File: src/rtl/serial_pkg.sv
// Shared definitions for the serializer/deserializer stages: FSM state encoding
// and the counter-width helper.
package serial_pkg;

  typedef enum logic [1:0] {
    IDLE  = 2'd0,
    SHIFT = 2'd1,
    GAP   = 2'd2
  } state_t;

  function automatic int cnt_w(input int n);
    return (n > 1) ? $clog2(n) : 1;
  endfunction

endpackage

File: src/rtl/word_serializer_if.sv
// Word-side handshake plus serial-side outputs of the word serializer.
interface word_serializer_if #(
  parameter int WIDTH = 8
);
  logic [WIDTH-1:0] i_word;
  logic             i_valid;
  logic             o_ready;
  logic             o_dout;
  logic             o_dout_valid;
  logic             o_first;
  logic             o_last;
  logic             o_busy;

  modport slave (
    input  i_word, i_valid,
    output o_ready, o_dout, o_dout_valid, o_first, o_last, o_busy
  );

  modport master (
    output i_word, i_valid,
    input  o_ready, o_dout, o_dout_valid, o_first, o_last, o_busy
  );
endinterface

File: src/rtl/word_serializer.sv
// Parallel-to-serial front end: WIDTH-bit words in over valid/ready, LSB-first
// bit stream out, with a one-word holding register for bubble-free streaming.
module word_serializer
  import serial_pkg::*;
#(
  parameter int WIDTH      = 8,
  parameter int GAP_CYCLES = 0
) (
  input logic               i_clk,
  input logic               i_rst_n,
  word_serializer_if.slave  bus
);

  localparam int            BW       = cnt_w(WIDTH);
  localparam logic [BW-1:0] BIT_LAST = BW'(WIDTH - 1);

  state_t           r_state;
  state_t           w_state_nxt;
  logic [WIDTH-1:0] r_shreg;
  logic [WIDTH-1:0] r_hold;
  logic             r_hold_full;
  logic [BW-1:0]    r_bit_cnt;

  logic             w_accept;
  logic             w_word_end;
  logic             w_gap_end;
  logic             w_slot;
  logic             w_load_hold;
  logic             w_load_byp;
  logic             w_load;
  logic             w_to_hold;
  logic [WIDTH-1:0] w_load_word;

  generate
    if (GAP_CYCLES > 0) begin : g_gap
      localparam int            GW       = cnt_w(GAP_CYCLES);
      localparam logic [GW-1:0] GAP_LAST = GW'(GAP_CYCLES - 1);

      logic [GW-1:0] r_gap_cnt;

      always_ff @(posedge i_clk or negedge i_rst_n) begin
        if (!i_rst_n) begin
          r_gap_cnt <= '0;
        end else if (r_state != GAP) begin
          r_gap_cnt <= '0;
        end else begin
          r_gap_cnt <= r_gap_cnt + 1'b1;
        end
      end

      assign w_gap_end = (r_state == GAP) && (r_gap_cnt == GAP_LAST);
    end else begin : g_nogap
      assign w_gap_end = 1'b0;
    end
  endgenerate

  assign w_accept   = bus.i_valid && !r_hold_full;
  assign w_word_end = (r_state == SHIFT) && (r_bit_cnt == BIT_LAST);

  // A load slot opens whenever shreg is free for the next word at this edge.
  assign w_slot      = (r_state == IDLE) || (w_word_end && (GAP_CYCLES == 0)) || w_gap_end;
  assign w_load_hold = w_slot && r_hold_full;
  assign w_load_byp  = w_slot && !r_hold_full && w_accept;
  assign w_load      = w_load_hold || w_load_byp;
  assign w_load_word = r_hold_full ? r_hold : bus.i_word;
  assign w_to_hold   = w_accept && !w_slot;

  always_comb begin
    w_state_nxt = r_state;
    case (r_state)
      IDLE: begin
        if (w_load) w_state_nxt = SHIFT;
      end
      SHIFT: begin
        if (w_word_end) begin
          if (GAP_CYCLES > 0) w_state_nxt = GAP;
          else                w_state_nxt = w_load ? SHIFT : IDLE;
        end
      end
      GAP: begin
        if (w_gap_end) w_state_nxt = w_load ? SHIFT : IDLE;
      end
      default: w_state_nxt = IDLE;
    endcase
  end

  always_ff @(posedge i_clk or negedge i_rst_n) begin
    if (!i_rst_n) begin
      r_state     <= IDLE;
      r_shreg     <= '0;
      r_hold      <= '0;
      r_hold_full <= 1'b0;
      r_bit_cnt   <= '0;
    end else begin
      r_state <= w_state_nxt;

      if (w_load) begin
        r_shreg   <= w_load_word;
        r_bit_cnt <= '0;
      end else if (r_state == SHIFT) begin
        r_shreg   <= r_shreg >> 1;
        r_bit_cnt <= w_word_end ? '0 : r_bit_cnt + 1'b1;
      end

      if (w_load_hold) begin
        r_hold_full <= 1'b0;
      end else if (w_to_hold) begin
        r_hold      <= bus.i_word;
        r_hold_full <= 1'b1;
      end
    end
  end

  assign bus.o_ready      = !r_hold_full;
  assign bus.o_dout_valid = (r_state == SHIFT);
  assign bus.o_dout       = (r_state == SHIFT) && r_shreg[0];
  assign bus.o_first      = (r_state == SHIFT) && (r_bit_cnt == '0);
  assign bus.o_last       = w_word_end;
  assign bus.o_busy       = (r_state != IDLE) || r_hold_full;

endmodule
File: src/flat_wrapper.sv
// flat-port wrapper written by rule: the top's interface ports become plain ports
module word_serializer_flat import serial_pkg::*;
#(
  parameter int WIDTH      = 8,
  parameter int GAP_CYCLES = 0
)
  (i_clk, i_rst_n, bus_i_word, bus_i_valid, bus_o_ready, bus_o_dout, bus_o_dout_valid, bus_o_first, bus_o_last, bus_o_busy);
  word_serializer_if #(.WIDTH(WIDTH)) bus_i ();
  input logic i_clk;
  input logic i_rst_n;
  input wire logic [$bits(bus_i.i_word)-1:0] bus_i_word;
  input wire logic [$bits(bus_i.i_valid)-1:0] bus_i_valid;
  output wire logic [$bits(bus_i.o_ready)-1:0] bus_o_ready;
  output wire logic [$bits(bus_i.o_dout)-1:0] bus_o_dout;
  output wire logic [$bits(bus_i.o_dout_valid)-1:0] bus_o_dout_valid;
  output wire logic [$bits(bus_i.o_first)-1:0] bus_o_first;
  output wire logic [$bits(bus_i.o_last)-1:0] bus_o_last;
  output wire logic [$bits(bus_i.o_busy)-1:0] bus_o_busy;
  assign bus_i.i_word = bus_i_word;
  assign bus_i.i_valid = bus_i_valid;
  assign bus_o_ready = bus_i.o_ready;
  assign bus_o_dout = bus_i.o_dout;
  assign bus_o_dout_valid = bus_i.o_dout_valid;
  assign bus_o_first = bus_i.o_first;
  assign bus_o_last = bus_i.o_last;
  assign bus_o_busy = bus_i.o_busy;
  word_serializer #(.WIDTH(WIDTH), .GAP_CYCLES(GAP_CYCLES)) u_core (.i_clk(i_clk), .i_rst_n(i_rst_n), .bus(bus_i));
endmodule
File: config.mk
export PLATFORM = sky130hd
export DESIGN_NAME = word_serializer_flat
export DESIGN_NICKNAME = d
export VERILOG_FILES = /design/src/rtl/serial_pkg.sv /design/src/rtl/word_serializer_if.sv /design/src/rtl/word_serializer.sv /design/src/flat_wrapper.sv
export SDC_FILE = /design/constraint.sdc
export NUM_CORES = 1
export LEC_CHECK = 0
export BUFFER_PORTS_ARGS = -buffer_cell sky130_fd_sc_hd__buf_4
export CELL_PAD_IN_SITES_DETAIL_PLACEMENT = 1
export CELL_PAD_IN_SITES_GLOBAL_PLACEMENT = 2
export CORE_ASPECT_RATIO = 0.5
export CORE_MARGIN = 3
export CORE_UTILIZATION = 38
export CTS_CLUSTER_SIZE = 40
export DETAILED_ROUTE_END_ITERATION = 7
export HOLD_SLACK_MARGIN = 0.02
export PLACE_DENSITY = 0.79
export SYNTH_ARGS = -nofsm -noshare
export SYNTH_HDL_FRONTEND = slang
export SYNTH_SLANG_ARGS = --single-unit
export TNS_END_PERCENT = 1
File: constraint.sdc
create_clock -name i_clk -period 3.8 [get_ports i_clk]
set_input_delay 0.19 -clock i_clk [delete_from_list [all_inputs] [get_ports i_clk]]
set_output_delay 0.19 -clock i_clk [all_outputs]
set_load 0.02 [all_outputs]
# Word level (Yosys, flattened, before mapping)
# Index checks and enable logic that the tools add are counted.
# word_totals
regBits,22
inputBits,11
# classes
addsub,1
eq_ne,5
n_mux,12
bitwise_logic,2
n_reduce_logical,20
# op_table
op,n
$mux 8,3
$mux 3,3
$logic_and 1x1->1,8
$pmux 2 s3,1
$reduce_bool 2->1,3
$mux 2,2
$ne 2x1->1 const B,2
$add 3x1->3 const B,1
$eq 3x3->1 const B,1
$logic_not 3->1,1
$logic_or 1x1->1,3
$mux 1,3
$reduce_and 3->1,1
$eq 2x1->1 const B,1
$eq 2x2->1 const B,1
$logic_not 1->1,2
$logic_not 2->1,1
$not 1->1,2
$reduce_and 2->1,1

# Longest topological paths before layout
# depth
depth_word,9
mapped_depth,7
ltp_nobuf,5

# Worst setup path before layout
# Ideal clock, no wire load.
# synth_path
path_kind,register -> register
start,reg u_core.r_bit_cnt[0]
end,reg u_core.r_hold[0]
setup_ns,0.125
arrival_time_ns,1.613
required_ns,3.675
slack_ns,2.062
path_stages_with_launch,8
n_path_buf,2
synth_period_minus_slack_ns,1.738
cell_sequence,dfrtp_1 > ha_1 > ha_1 > nor2b_4 > buf_6 > and3_4 > buf_6 > mux2_4
# synth_between
elab_chain_len,6
elab_cells_between_ends,8
classes_between,1 x eq/ne; 1 x bitwise; 6 x reduce/logical
# synth_rtl
element,line_no,text
"start, declared",word_serializer.sv:22,logic [BW-1:0] r_bit_cnt;
"start signal, assigned",word_serializer.sv:102,r_bit_cnt <= w_word_end ? '0 : r_bit_cnt + 1'b1;
$eq 3x3->1 (*),word_serializer.sv:58,assign w_word_end = (r_state == SHIFT) && (r_bit_cnt == BIT_LAST);
$logic_and 1x1->1 (*),word_serializer.sv:58,
$logic_or 1x1->1 (*),word_serializer.sv:61,assign w_slot = (r_state == IDLE) || (w_word_end && (GAP_CYCLES == 0)) || w_gap_end;
$logic_not 1->1 or $logic_and 1x1->1 (tied branches),"word_serializer.sv:66, word_serializer.sv:62",
$logic_and 1x1->1 or $not 1->1 (tied branches),--,
$reduce_and 2->1 (no source line) (*),--,
"end signal, assigned",word_serializer.sv:108,r_hold <= bus.i_word;
"end, declared",word_serializer.sv:20,logic [WIDTH-1:0] r_hold;
# Mark *: on every way between the ends. The rest lies on a longest branch, timed or not.
# A chain may end at the register's enable or synchronous reset.

# Final worst setup path
# layout_path
start,reg u_core.r_state[0]
end,reg u_core.r_hold[5]
# layout_between
elab_chain_len,6
elab_cells_between_ends,9
classes_between,1 x eq/ne; 1 x bitwise; 7 x reduce/logical
# layout_rtl
element,line_no,text
"start, declared",word_serializer.sv:17,state_t r_state;
"start signal, assigned",word_serializer.sv:95,r_state <= w_state_nxt;
$eq 2x1->1,word_serializer.sv:58,
$logic_and 1x1->1,word_serializer.sv:58,
$logic_or 1x1->1 (*),word_serializer.sv:61,
$logic_not 1->1 or $logic_and 1x1->1 (tied branches),"word_serializer.sv:66, word_serializer.sv:62",
$logic_and 1x1->1 or $not 1->1 (tied branches),--,
$reduce_and 2->1 (no source line) (*),--,
# Marked as above.

==> impl_results.html <==
<table>
<tr><th>Metric</th><th>Value</th></tr>
<tr><th colspan="2">Critical path</th></tr>
<tr><td>Critical Path End Type</td><td>flop</td></tr>
<tr><td>Required arrival time at the worst endpoint</td><td>3.95 ns</td></tr>
<tr><td>Register-to-register setup slack</td><td>roughly 1.9 ns</td></tr>
<tr><td>Startpoint types</td><td>flop</td></tr>
<tr><td>Family with the most delay on the worst path</td><td>flip-flops</td></tr>
<tr><td>Worst-path fanout max</td><td>19</td></tr>
<tr><td>Number of buffer and inverter instances along the worst setup path</td><td>0</td></tr>
<tr><td>Terminus of the critical flop-to-flop path</td><td>u_core.r_hold[5]$_DFFE_PN0P_</td></tr>
<tr><td>Critical path start-end classification</td><td>flop to flop</td></tr>
<tr><td>Launching point of the worst reg2reg path</td><td>u_core.r_state[0]$_DFFE_PN0P_</td></tr>
<tr><td>R2r worst-path depth</td><td>3</td></tr>
<tr><td>Slowest library cell on the worst path</td><td>dfrtp_1</td></tr>
<tr><td>Crit path DAT</td><td>2.05 ns</td></tr>
<tr><td>Stage delay of the slowest cell on the critical path</td><td>0.76 ns</td></tr>
<tr><td>Series of cell instances along the critical path</td><td>nor2b_4 &gt; and3_4 &gt; mux2_4</td></tr>
<tr><th colspan="2">Timing</th></tr>
<tr><td>Max frequency</td><td>524 MHz</td></tr>
<tr><td>Setup-violating endpoint count in the final report</td><td>0</td></tr>
<tr><td>Sum Neg Setup Slack</td><td>0 ns</td></tr>
<tr><td>Pins over their slew limit</td><td>0</td></tr>
<tr><td>Final setup skew</td><td>around 0.0014 ns</td></tr>
<tr><td>Tcrit/Tclk final</td><td>0.502</td></tr>
<tr><td>Final-layout worst hold slack</td><td>~0.17 ns</td></tr>
<tr><td>Tightest slew margin relative to the limit</td><td>0.571</td></tr>
<tr><td>Count of endpoints failing hold in the final timing report</td><td>0</td></tr>
<tr><td>Least-Margin Pin Slew</td><td>between 0.6 and 0.7 ns</td></tr>
<tr><td>RSZ-0062 raised after global routing</td><td>no</td></tr>
<tr><td>Final Critical Period</td><td>between 1.5 and 2 ns</td></tr>
<tr><th colspan="2">Clock network</th></tr>
<tr><td>Maximum clock insertion buffer count</td><td>2</td></tr>
<tr><td>Cts repair resizes</td><td>0</td></tr>
<tr><td>Clock sink count</td><td>21</td></tr>
<tr><td>Clock tree root buffer cell</td><td>clkbuf_8</td></tr>
<tr><td>Number of buffers inserted to repair setup after CTS</td><td>0</td></tr>
<tr><td>CTS tree</td><td>yes</td></tr>
<tr><td>Clock-pin slew on the worst setup and hold paths</td><td>~0.070 ns</td></tr>
<tr><td>Number of hold buffers added after cts</td><td>1</td></tr>
<tr><td>Total clock buffers created by CTS</td><td>3</td></tr>
<tr><td>H-tree depth</td><td>1</td></tr>
<tr><td>Clock latency at the later pin of the worst-skew pair</td><td>about 0.26 ns</td></tr>
<tr><th colspan="2">Route</th></tr>
<tr><td>Overall routed net length</td><td>~3 mm</td></tr>
<tr><td>Mean number of vias per cell</td><td>around 5.5</td></tr>
<tr><td>Count of routing violations after the opening detailed-route iteration</td><td>between 50 and 60</td></tr>
<tr><td>Detailed-route via count</td><td>860</td></tr>
<tr><td>Remaining design rule violation count</td><td>0</td></tr>
<tr><td>Detail Route Antenna Nets</td><td>0</td></tr>
<tr><td>Number of iterations in the first detailed-routing pass</td><td>4</td></tr>
<tr><td>Detailed-route wire length per cell</td><td>approximately 19 microns</td></tr>
<tr><th colspan="2">Power</th></tr>
<tr><td>Leakage Power</td><td>roughly 0.60 nW</td></tr>
<tr><td>PD cells</td><td>677 nW/um^2</td></tr>
<tr><td>VDD IR-drop max</td><td>0.243 mV</td></tr>
<tr><th colspan="2">Run</th></tr>
<tr><td>Max capacitance violation total</td><td>0</td></tr>
<tr><th colspan="2">Final layout</th></tr>
<tr><td>Number of fill cells in the layout</td><td>320</td></tr>
<tr><td>Fraction of layout instances using a drive strength above 1</td><td>0.261</td></tr>
<tr><td>Layout Utilization</td><td>0.479</td></tr>
<tr><td>Final antenna diode count</td><td>0</td></tr>
<tr><td>Net count reported at finish</td><td>between 100 and 150</td></tr>
<tr><td>Synth-to-layout area growth</td><td>15.0%</td></tr>
<tr><th colspan="2">Synth</th></tr>
<tr><td>Yosys warnings</td><td>0</td></tr>
<tr><td>Count of different cell masters after synthesis</td><td>24</td></tr>
<tr><td>Per-instance average area after synthesis</td><td>between 10 and 15 sq um</td></tr>
<tr><td>Synthesized netlist net count</td><td>120</td></tr>
<tr><td>Netlist area before placement</td><td>roughly 1100 sq um</td></tr>
<tr><td>Sequential-to-total area share from yosys stat</td><td>0.467</td></tr>
<tr><td>#FFs+latches synth</td><td>21</td></tr>
<tr><td>Gate Count Post-Synth</td><td>~110</td></tr>
<tr><th colspan="2">Placement</th></tr>
<tr><td>Detailed placer's ending HPWL</td><td>2.10 mm</td></tr>
<tr><td>Final weighted congestion of routability-driven global placement</td><td>0.812</td></tr>
<tr><td>Buffers on Ports</td><td>16</td></tr>
<tr><th colspan="2">GRT</th></tr>
<tr><td>Total congestion overflow</td><td>0</td></tr>
<tr><td>Global-route wire length before repair</td><td>about 5 mm</td></tr>
<tr><td>Pin count of the biggest net entering global routing</td><td>22</td></tr>
<tr><td>Antenna violations before repair</td><td>0</td></tr>
<tr><td>GRT Util Overall</td><td>0.178</td></tr>
<tr><td>Via count of the first global-routing pass</td><td>about 950</td></tr>
<tr><th colspan="2">Hold path</th></tr>
<tr><td>Hold endpoint</td><td>u_core.r_hold[2]$_DFFE_PN0P_</td></tr>
<tr><td>Worst hold path depth</td><td>2</td></tr>
<tr><td>Class of the most critical hold timing path</td><td>input pin to flop</td></tr>
<tr><td>Startpoint of the most critical hold path</td><td>bus_i_word[2]</td></tr>
<tr><th colspan="2">Die</th></tr>
<tr><td>Vertical extent of the die</td><td>~44 microns</td></tr>
<tr><td>Site row count</td><td>13</td></tr>
<tr><td>Starting Density</td><td>0.417</td></tr>
<tr><td>Die Wd</td><td>slightly above 80 microns</td></tr>
<tr><td>Area of the core region</td><td>approximately 2700 sq um</td></tr>
<tr><td>DIE AREA</td><td>3690 sq um</td></tr>
<tr><td>Number of placed I/O pins</td><td>17</td></tr>
<tr><th colspan="2">Outcome</th></tr>
<tr><td>Result of the run</td><td>finished clean</td></tr>
</table>
## layout by cell type, fill, tap and decap left out, drive strengths merged, types with 3 or more instances in the layout
master   instances
dfrtp           21
buf             16
nor2            10
o21ai            9
inv              8
mux2             8
nand2            5
a221o            5
a21oi            5
o2bb2ai          5
nand3            4
clkbuf           4
ha               3
## cell usage after synthesis
master / instances / area, sq um
a32oi_1: 2 / 17.5
buf_6: 3 / 33.8
nor2_1: 10 / 37.5
and3_4: 1 / 11.3
mux2_4: 8 / 120
nor2b_4: 1 / 13.8
dfrtp_1: 21 / 526
nand2b_1: 1 / 6.26
clkbuf_1: 5 / 18.8
o2bb2ai_1: 5 / 43.8
or3_1: 1 / 6.26
a21oi_1: 5 / 25.0
o21bai_1: 1 / 7.51
ha_1: 3 / 37.5
nand2_1: 5 / 18.8
a221o_1: 5 / 50.1
nand3_1: 4 / 20.0
and2_1: 2 / 12.5
o31ai_1: 1 / 7.51
or2_2: 2 / 12.5
o211ai_1: 2 / 15.0
inv_1: 8 / 30.0
a221oi_1: 1 / 8.76
o21ai_0: 9 / 45.0
## layout make-up
class / instances / area (sq um) / area share
sequential: 21 / 526 / 0.406
multi-input combinational: 69 / 517 / 0.399
timing repair buffer: 17 / 130 / 0.101
tap: 37 / 46.3 / 0.0358
clock buffer: 4 / 45.0 / 0.0348
inverter: 8 / 30.0 / 0.0232
## power by group
part           internal [mW]  leakage [nW]  switching (mW)
combinational          0.171         0.315           0.164
sequential             0.315         0.258          0.0809
clock                 0.0747        0.0228          0.0712
total                  0.561         0.596           0.316
## worst max path at each step
| stage | start | end | slack [ns] | cells after the start |
|---|---|---|---|---|
| after floorplan | u_core.r_bit_cnt[0]$_DFFE_PN0P_ | u_core.r_hold[0]$_DFFE_PN0P_ | 2.06 | 7 |
| after global placement | u_core.r_bit_cnt[0]$_DFFE_PN0P_ | u_core.r_hold[0]$_DFFE_PN0P_ | 2.04 | 5 |
| after detailed placement | u_core.r_state[0]$_DFFE_PN0P_ | u_core.r_hold[4]$_DFFE_PN0P_ | 1.96 | 3 |
| after CTS | u_core.r_state[0]$_DFFE_PN0P_ | u_core.r_hold[3]$_DFFE_PN0P_ | 1.92 | 3 |
| after global routing | u_core.r_state[0]$_DFFE_PN0P_ | u_core.r_hold[0]$_DFFE_PN0P_ | 1.79 | 3 |
| final | u_core.r_state[0]$_DFFE_PN0P_ | u_core.r_hold[5]$_DFFE_PN0P_ | 1.89 | 3 |
## routing by layer
layer,wire [microns],GRT usage
met3,94,0.0520
met2,1360,0.283
met4,4,0.0293
met1,1460,0.247
met5,0,0
## worst register-to-register path, delay by kind of cell, from the launching register on
family | cells | cell delay, ns
simple gates | 2 | 0.71
flops | 1 | 0.76
mux | 1 | 0.32
## state kept, by name (all words and copies together), names as in the netlist
name and flops:
u_core.r_hold 8, u_core.r_hold_full 1, u_core.r_state 1, u_core.r_bit_cnt 3, u_core.r_shreg 8
## logic make-up (layout without fill, tap and decap cells)
group | Yosys count | in the layout | share of synthesized area
compound gates | 31 | 31 | 0.196
simple gates | 27 | 27 | 0.123
flops | 21 | 21 | 0.467
buf+inv | 16 | 29 | 0.0734
mux | 8 | 8 | 0.107
fa+ha+maj | 3 | 3 | 0.0334
## through the flow
step                      cell area [sq um]  setup slack, ns  instances  power [mW]
after floorplan                        1120             2.06        106       0.626
after global placement                 1240             2.04        151       0.710
after detailed placement               1240             1.96        151       0.730
after CTS                              1290             1.92        156       0.886
after global routing                   1290             1.79        156       0.946
final                                  1290             1.89        156       0.876
No activity file was read; power rests on OpenSTA's default activity.
